$ cat src/rtl/icache.sv
// Direct-mapped, read-only instruction cache.
// Serves core fetch requests from a valid/tag/data array and refills a whole
// line from instruction memory (one word per beat) on a miss. A flush pulse
// invalidates every line on the next IDLE cycle.
module icache #(
    parameter int LINES          = 16,
    parameter int WORDS_PER_LINE = 4
) (
    input  logic        clk,
    input  logic        rst_n,
    input  logic        icache_req,
    input  logic [31:0] icache_addr,
    input  logic        icache_flush,
    output logic        icache_valid,
    output logic [31:0] icache_data,
    output logic        mem_req,
    output logic [31:0] mem_addr,
    input  logic [31:0] mem_rdata,
    input  logic        mem_rvalid
);

    localparam int OFF_W = $clog2(WORDS_PER_LINE);
    localparam int IDX_W = $clog2(LINES);
    localparam int OB    = 2 + OFF_W;
    localparam int TAG_W = 32 - OB - IDX_W;

    typedef enum logic [1:0] {
        IDLE   = 2'd0,
        REFILL = 2'd1,
        RESP   = 2'd2
    } state_t;

    state_t             state_r;
    logic [LINES-1:0]   valid_r;
    logic               flush_pending_r;
    logic [OFF_W-1:0]   beat_r;
    logic [OFF_W-1:0]   fill_off_r;
    logic [IDX_W-1:0]   fill_idx_r;
    logic [TAG_W-1:0]   fill_tag_r;

    logic [TAG_W-1:0]   tag_mem_r  [LINES];
    logic [31:0]        data_mem_r [LINES*WORDS_PER_LINE];

    logic [OFF_W-1:0]   req_off_s;
    logic [IDX_W-1:0]   req_idx_s;
    logic [TAG_W-1:0]   req_tag_s;
    logic               hit_s;
    logic [31:0]        hit_word_s;
    logic               refill_wr_s;
    logic               last_beat_s;
    logic               flush_now_s;
    logic               unused_addr_s;

    // Byte-offset bits never select anything; kept only to document that.
    assign unused_addr_s = ^icache_addr[1:0];

    // Address decode, hit detection and refill write strobes.
    always_comb begin
        req_off_s   = icache_addr[OB-1:2];
        req_idx_s   = icache_addr[OB+IDX_W-1:OB];
        req_tag_s   = icache_addr[31:OB+IDX_W];
        hit_s       = 1'b0;
        hit_word_s  = data_mem_r[{req_idx_s, req_off_s}];
        if (valid_r[req_idx_s] && (tag_mem_r[req_idx_s] == req_tag_s)) begin
            hit_s = 1'b1;
        end else begin
            hit_s = 1'b0;
        end
        refill_wr_s = (state_r == REFILL) && mem_rvalid;
        last_beat_s = (beat_r == OFF_W'(WORDS_PER_LINE - 1));
        // A pulse arriving in IDLE is honoured immediately, same as a pending one.
        flush_now_s = flush_pending_r || icache_flush;
    end

    // Tag and data arrays: no reset, written only by refill beats.
    always_ff @(posedge clk) begin
        if (refill_wr_s) begin
            data_mem_r[{fill_idx_r, beat_r}] <= mem_rdata;
            if (last_beat_s) begin
                tag_mem_r[fill_idx_r] <= fill_tag_r;
            end
        end
    end

    // Control FSM with registered core and memory-side outputs.
    always_ff @(posedge clk or negedge rst_n) begin
        if (!rst_n) begin
            state_r         <= IDLE;
            valid_r         <= {LINES{1'b0}};
            flush_pending_r <= 1'b0;
            beat_r          <= {OFF_W{1'b0}};
            fill_off_r      <= {OFF_W{1'b0}};
            fill_idx_r      <= {IDX_W{1'b0}};
            fill_tag_r      <= {TAG_W{1'b0}};
            icache_valid    <= 1'b0;
            icache_data     <= 32'd0;
            mem_req         <= 1'b0;
            mem_addr        <= 32'd0;
        end else begin
            case (state_r)
                IDLE: begin
                    icache_valid <= 1'b0;
                    if (flush_now_s) begin
                        // Request (if any) is re-evaluated next cycle and misses.
                        valid_r         <= {LINES{1'b0}};
                        flush_pending_r <= 1'b0;
                    end else if (icache_req) begin
                        if (hit_s) begin
                            icache_data  <= hit_word_s;
                            icache_valid <= 1'b1;
                            state_r      <= RESP;
                        end else begin
                            valid_r[req_idx_s] <= 1'b0;
                            beat_r             <= {OFF_W{1'b0}};
                            fill_off_r         <= req_off_s;
                            fill_idx_r         <= req_idx_s;
                            fill_tag_r         <= req_tag_s;
                            mem_addr           <= {icache_addr[31:OB], {OB{1'b0}}};
                            mem_req            <= 1'b1;
                            state_r            <= REFILL;
                        end
                    end
                end
                REFILL: begin
                    flush_pending_r <= flush_pending_r | icache_flush;
                    if (mem_rvalid) begin
                        if (beat_r == fill_off_r) begin
                            icache_data <= mem_rdata;
                        end
                        beat_r   <= beat_r + OFF_W'(1);
                        mem_addr <= mem_addr + 32'd4;
                        if (last_beat_s) begin
                            valid_r[fill_idx_r] <= 1'b1;
                            mem_req             <= 1'b0;
                            icache_valid        <= 1'b1;
                            state_r             <= RESP;
                        end
                    end
                end
                RESP: begin
                    flush_pending_r <= flush_pending_r | icache_flush;
                    icache_valid    <= 1'b0;
                    state_r         <= IDLE;
                end
                default: begin
                    state_r      <= IDLE;
                    icache_valid <= 1'b0;
                    mem_req      <= 1'b0;
                end
            endcase
        end
    end

endmodule

$ cat config.mk
export PLATFORM = sky130hd
export DESIGN_NAME = icache
export DESIGN_NICKNAME = d
export VERILOG_FILES = /design/src/rtl/icache.sv
export SDC_FILE = /design/constraint.sdc
export NUM_CORES = 2
export LEC_CHECK = 0
export CAP_MARGIN = 20
export CELL_PAD_IN_SITES_DETAIL_PLACEMENT = 1
export CELL_PAD_IN_SITES_GLOBAL_PLACEMENT = 1
export CORE_MARGIN = 10
export CORE_UTILIZATION = 32
export CTS_BUF_LIST = sky130_fd_sc_hd__clkbuf_8
export CTS_CLUSTER_SIZE = 24
export DETAILED_ROUTE_END_ITERATION = 10
export GPL_TIMING_DRIVEN = 0
export PLACE_DENSITY_LB_ADDON = 0.15
export SETUP_SLACK_MARGIN = 0.02
export SKIP_CTS_REPAIR_TIMING = 1
export SLEW_MARGIN = 30
export SYNTH_ARGS = -nofsm -noshare
export SYNTH_HDL_FRONTEND = slang
export SYNTH_SLANG_ARGS = --single-unit
$ cat constraint.sdc
create_clock -name clk -period 7.43 [get_ports clk]
set_input_delay 1.486 -clock clk [delete_from_list [all_inputs] [get_ports clk]]
set_output_delay 1.486 -clock clk [all_outputs]
set_load 0.01 [all_outputs]
## Word-level counts from Yosys, hierarchy flattened

Memories as Yosys holds them, arrays and structs flattened.
Index checks and enable logic that the tools add are counted.

- Register bits: 117
- Bits in writable memories: 2432
- Input port bits: 69
- Output and inout bits: 66
- Logic and storage cells: 112
- Memories: 2

- Add/subtract/negate cells: 2
- Order comparisons: 4
- Equality and inequality tests: 15
- Multiplexer cells: 54
- Bitwise gates (word level): 7
- Reduce and logical (&&, ||, !) cells: 17

Memories:

| memory | depth | width | read ports | clocked after memory_dff | wr ports | line | RTL |
|---|---|---|---|---|---|---|---|
| data_mem_r | 64 | 32 | 1 | 0 | 1 | 42 | `logic [31:0] data_mem_r [LINES*WORDS_PER_LINE];` |
| tag_mem_r | 16 | 24 | 1 | 0 | 1 | 41 | `logic [TAG_W-1:0] tag_mem_r [LINES];` |

Operator list:

| kind | number |
|---|---|
| 32-bit two-way mux | 9 |
| 32-bit case mux with 2 select lines | 2 |
| 16-bit two-way mux | 5 |
| 32-bit by 3-bit adder with 32-bit output, second input constant | 1 |
| 16-bit case mux with 2 select lines | 1 |
| 24-bit equality test | 1 |
| 1-bit two-way mux | 20 |
| 2-bit two-way mux | 9 |
| 16-bit bitwise AND | 1 |
| 16-bit NOT | 1 |
| 16-bit OR | 1 |
| 2-bit inequality test, second input constant | 7 |
| 6-bit AND reduction | 2 |
| 4-bit by 5-bit < comparator with 1-bit output, second input constant | 2 |
| 5-bit AND reduction | 2 |
| 1-bit demux with 4-bit select | 2 |
| 4-bit by 1-bit greater-or-equal comparator with 1-bit output, second input constant | 2 |
| 2-bit case mux with 2 select lines | 2 |
| 4-bit AND reduction | 2 |
| 3-bit inequality test, second input constant | 2 |
| 1-bit binary-select mux with 4-bit select | 1 |
| 2-bit equality test, second input constant | 2 |
| 1-bit logical AND | 4 |
| 1-bit case mux with 2 select lines | 2 |
| 12 further kinds | 16 |

## Depth between registers and ports, before layout

- Word-level depth: 10
- Depth in mapped cells: 16
- Depth with buffers taken out: 10

## Worst setup path after synthesis

OpenSTA, ideal clock, no wires.

- Path type: input to register
- From: input icache_addr[2]
- To: register icache_data[29]
- Setup time: 131 ps
- Arrival time: 4483 ps
- Data required time: 7299 ps
- Slack: 2816 ps
- Stages on the path: 11
- Buffers on the path: 6
- Path through: buf_2 -> buf_2 -> buf_2 -> buf_2 -> buf_1 -> buf_2 -> mux4_2 -> a22oi_1 -> nand4_1 -> o32ai_1 -> mux2i_1

- Word-level cells in the longest chain between the ends: 5

Ends and longest elaborated chain:

| item | line | RTL |
|---|---|---|
| start: declaration | 12 | `input logic [31:0] icache_addr,` |
| memory read 64 x 32 bit | n/a |  |
| 32-bit two-way mux | 108 | `if (hit_s) begin` |
| 32-bit two-way mux | 107 | `end else if (icache_req) begin` |
| 32-bit two-way mux | 103 | `if (flush_now_s) begin` |
| 32-bit case mux with 2 select lines | 100 | `case (state_r)` |
| end signal: assignment | 109 | `icache_data <= hit_word_s;` |
| end signal: assignment | 128 | `icache_data <= mem_rdata;` |
| end: declaration | 15 | `output logic [31:0] icache_data,` |

No other way between the ends. The select of a mux whose other input is x is not followed.
A chain may end at the register's enable or synchronous reset.

## Final worst setup path

- From: input icache_addr[5]
- To: register icache_data[16]

- Word-level cells in the longest chain between the ends: 6
- Elaborated cells on any way between the ends: 13
- Those cells by class: eq/ne: 2; mux: 7; reduce/logical: 2; memory: 2

Ends and longest elaborated chain:

| item | line | RTL |
|---|---|---|
| memory read 16 x 24 bit or 1-bit binary-select mux with 4-bit select (tied branches) | n/a |  |
| 24-bit equality test or 1-bit two-way mux (tied branches) | 64 | `if (valid_r[req_idx_s] && (tag_mem_r[req_idx_s] == req_tag_s)) begin` |
| 1-bit logical AND | 64 |  |
| 1-bit two-way mux | 64 |  |
| 2-bit inequality test (no line) | n/a |  |
| 6-bit AND reduction (no line) | n/a |  |

Parallel ways exist; a longest one is shown, timed or not. The select of a mux whose other input is x is not followed.

==> metrics.cfg <==
[outcome]
outcome = complete, no violations

[power]
p_sw_uw = 9020
power.density_nw_per_um2 = 270
switching_share_pct = 27.4
vdd_drop_max_v = 0.000167
pwr-share-clk_pct = 36.7
power_frac_comb_pct = 11.8
report.power.total_uw = 32900
p_int_uw = 23900
leakagePower_uw = 0.0397
p_seq_share_pct = 51.4

[flow_run]
drv_cap = 0

[logic_synthesis]
synth_cell_types = 82
synthArstFlopShare_pct = 4.52
yosysWarnings = 0
ys_seq_elements = 2547
synth-main-ff-cell = edfxtp_1
syn_avg_cell_area_um2 = 21.8
synth.top_cells.by_area = edfxtp_1 74%, mux4_2 15%, dfrtp_1 2.9%
yosysTopAreaCell = edfxtp_1
synthCells = 4528
yosysSeqAreaShare_pct = 76.7
yosysTopAreaCellShare_pct = 73.8
synth_edf_count = 2432
syn_area_um2 = 98900

[global_routing]
grt-ovfl-total = 0
grt_pass1_vias = 56525
antenna_found_initial = 20
grt_max_degree = 66
track_usage_pct = 23.3
grt_pass1_wl_mm = 528

[worst_setup_path]
cp_top_family = buffers and inverters
critPathArrivalTime_ps = 7480
regToRegStartpoint = state_r[1]$_DFFE_PN0P_
critPathMaxStageDelay_ps = 660
cp_cell_sequence = clkdlybuf4s50_1 -> buf_6 -> buf_12 -> buf_12 -> buf_12 -> buf_2 -> inv_1 -> buf_2 -> buf_2 -> buf_2 -> buf_2 -> nand2_1 -> o211ai_1 -> nor3_1 -> o21ai_0 -> mux2_4
cp_num_buf_inv = 11
rrSetupSlack_ps = 2420
cp-start-kind = input port
worstSetupPathType = input port to register
timing.rr.end = data_mem_r[11][10]$_DFFE_PP_
worstPathRequired_ps = 8520
cp_slowest_cell = buf_2
cp-end-kind = register
cp_common_cell = buf_2
worstRegToRegCells = 10
crit_path_max_fanout = 10

[timing]
tns_ps = 0
final-hold-violation-count = 0
finalSetupViolCount = 0
worstMarginPinSlew_ps = 1070
fin_crit_ps = 6390
skew_ps = 118
clock.fmax_mhz = 157
final.period_utilization_pct = 86.0
max_slew_margin_pct = 28.7
slew_viol_final = 0
whs_ps = 259
rsz0062_at_grt = false

[placed_design]
gp_congestion = 0.785
numPortBuffers = 124
hpwlAfterDp_mm = 285

[drt]
routedLengthMet1_mm = 172
drc = 0
met3_length_mm = 31.1
drt-vias-per-instance = 5.65
top_layer = met5
avgRoutedWirePerCell_um = 40.1
wl_mm = 398
ant_nets = 0
dr.pass1.iters = 7
drtIter0Drc = 7868
wl_met2_mm = 182
vias = 56006

[clock_network]
cts_tree = done
cts-root-buf = clkbuf_8
clock-sinks = 2547
cts_buffers = 437
htreeDepth = 5
clk_path_buf_depth = 4
clock_latency_ps = 1150
clk_pin_slew_ps = 60

[die]
pin_count = 135
die_area_um2 = 332000
start_util_pct = 32.1
core_um2 = 308000
chipHeight_um = 576
num_rows = 204
die_w_um = 576

[min_path]
holdCritPathClass = input port to asynchronous set/reset pin

[cells_and_area]
nFillCells = 29561
fin_nets = 5508
syn2layout_area_growth_pct = 23.4
layout-drive-gt1-share_pct = 33.2

## layout make-up
type                    instances  area (um2)  area share [%]
clock inverters               333        1750            1.43
flip-flops and latches       2547       75900            62.2
repair buffers                466        9030            7.40
plain buffers                 243        1290            1.06
inverters                      46         173           0.141
diodes                          9        22.5          0.0185
multi-input cells            1693       22400            18.4
well taps                    4120        5150            4.22
clock buffers                 460        6330            5.19
## metal layers
| metal | vias to the layer above | GRT usage [%] |
|---|---|---|
| met1 | 31529 | 33.6 |
| met3 | 579 | 4.14 |
| met4 | 2 | 7.38 |
| met5 | - | 0 |
| met2 | 2713 | 36.0 |
| li1 | 21183 | - |
## how the worst max path moves through the flow
stage / end / start / cells past startpoint
after floorplan: icache_data[29]$_DFFE_PN0P_ / icache_addr[2] / 11
after detailed placement: icache_data[16]$_DFFE_PN0P_ / icache_addr[5] / 16
final: icache_data[16]$_DFFE_PN0P_ / icache_addr[5] / 16
after global routing: icache_data[16]$_DFFE_PN0P_ / icache_addr[5] / 16
after CTS: icache_data[16]$_DFFE_PN0P_ / icache_addr[5] / 16
after global placement: data_mem_r[52][12]$_DFFE_PP_ / state_r[1]$_DFFE_PN0P_ / 8
## synth_stat cells, types with 14 or more instances
library cell  instances
o21ai_0              43
nor2_1              150
a22oi_1             107
a21oi_1              72
xnor2_1              19
nand3_1              24
a211oi_1             15
a31oi_1              17
nand2_1             129
dfrtp_1             115
a22o_1               17
nor3_1               27
o221ai_1             14
nand4_1              30
edfxtp_1           2432
buf_1                47
mux2i_1              98
o22ai_1              15
a221oi_1             17
mux2_2               38
mux4_2              646
clkbuf_1            124
mux2_4               23
buf_2                50
inv_1                42
## power by group through the flow
stage	Sequential, uW	Clock [uW]	Combinational (uW)
finish	16900	12100	3890
global route	17000	12900	4070
CTS	16900	12300	3910
detailed placement	17200	0	3890
global placement	17200	0	3530
floorplan	17100	0	1670
## sequential cells by signal (all words and copies together) (netlist names), 4 cells and up
register     cells
fill_tag_r      24
data_mem_r    2048
icache_data     32
fill_idx_r       4
mem_addr        30
tag_mem_r      384
valid_r         16
## logic make-up (layout without fill, tap and decap cells)
group	count (synthesis)	in the layout	share of synthesized area (%)
and+or+nand+nor	442	442	2.07
DFF	2547	2547	76.7
AOI/OAI and AO/OA	411	411	3.03
other	1	11	0.00379
muxes	807	807	16.5
adders and majority gates	5	5	0.0632
buffers and inverters	289	1548	1.33
xor gates and xnor gates	26	26	0.230
## layout by cell type (no fill, tap or decap), types with 17 or more instances in the layout
cell                n
nand4_1            30
clkdlybuf4s50_1    91
clkinv_1          113
clkinv_2           41
nand3_1            23
mux4_2            646
a31oi_1            17
buf_8              18
nor2_1             62
buf_12             79
nor3_1             20
buf_16            211
xnor2_1            19
mux2i_1            98
clkbuf_1           43
mux2_2             38
o21ai_0            41
clkbuf_8          460
buf_4              66
mux2_4             23
a21oi_1            72
a22oi_1           107
nor2_4             82
a22o_1             17
edfxtp_1         2432
nand2_1           126
dfrtp_1           115
buf_2              97
clkbuf_2           81
inv_1             192
## stage by stage
| step | setup WS [ps] | area, um2 | instances | util [%] |
|---|---|---|---|---|
| 3_3_place_gp | -4320 | 105000 | 8773 | 34.2 |
| 5_1_grt | 939 | 122000 | 9909 | 39.6 |
| 4_1_cts | 1080 | 122000 | 9908 | 39.6 |
| 2_1_floorplan | 2820 | 98900 | 4529 | - |
| 3_5_place_dp | -147 | 114000 | 9115 | 37.0 |
| 6_report | 1040 | 122000 | 9917 | 39.6 |
Note: power is estimated with default switching activity, not from simulation.
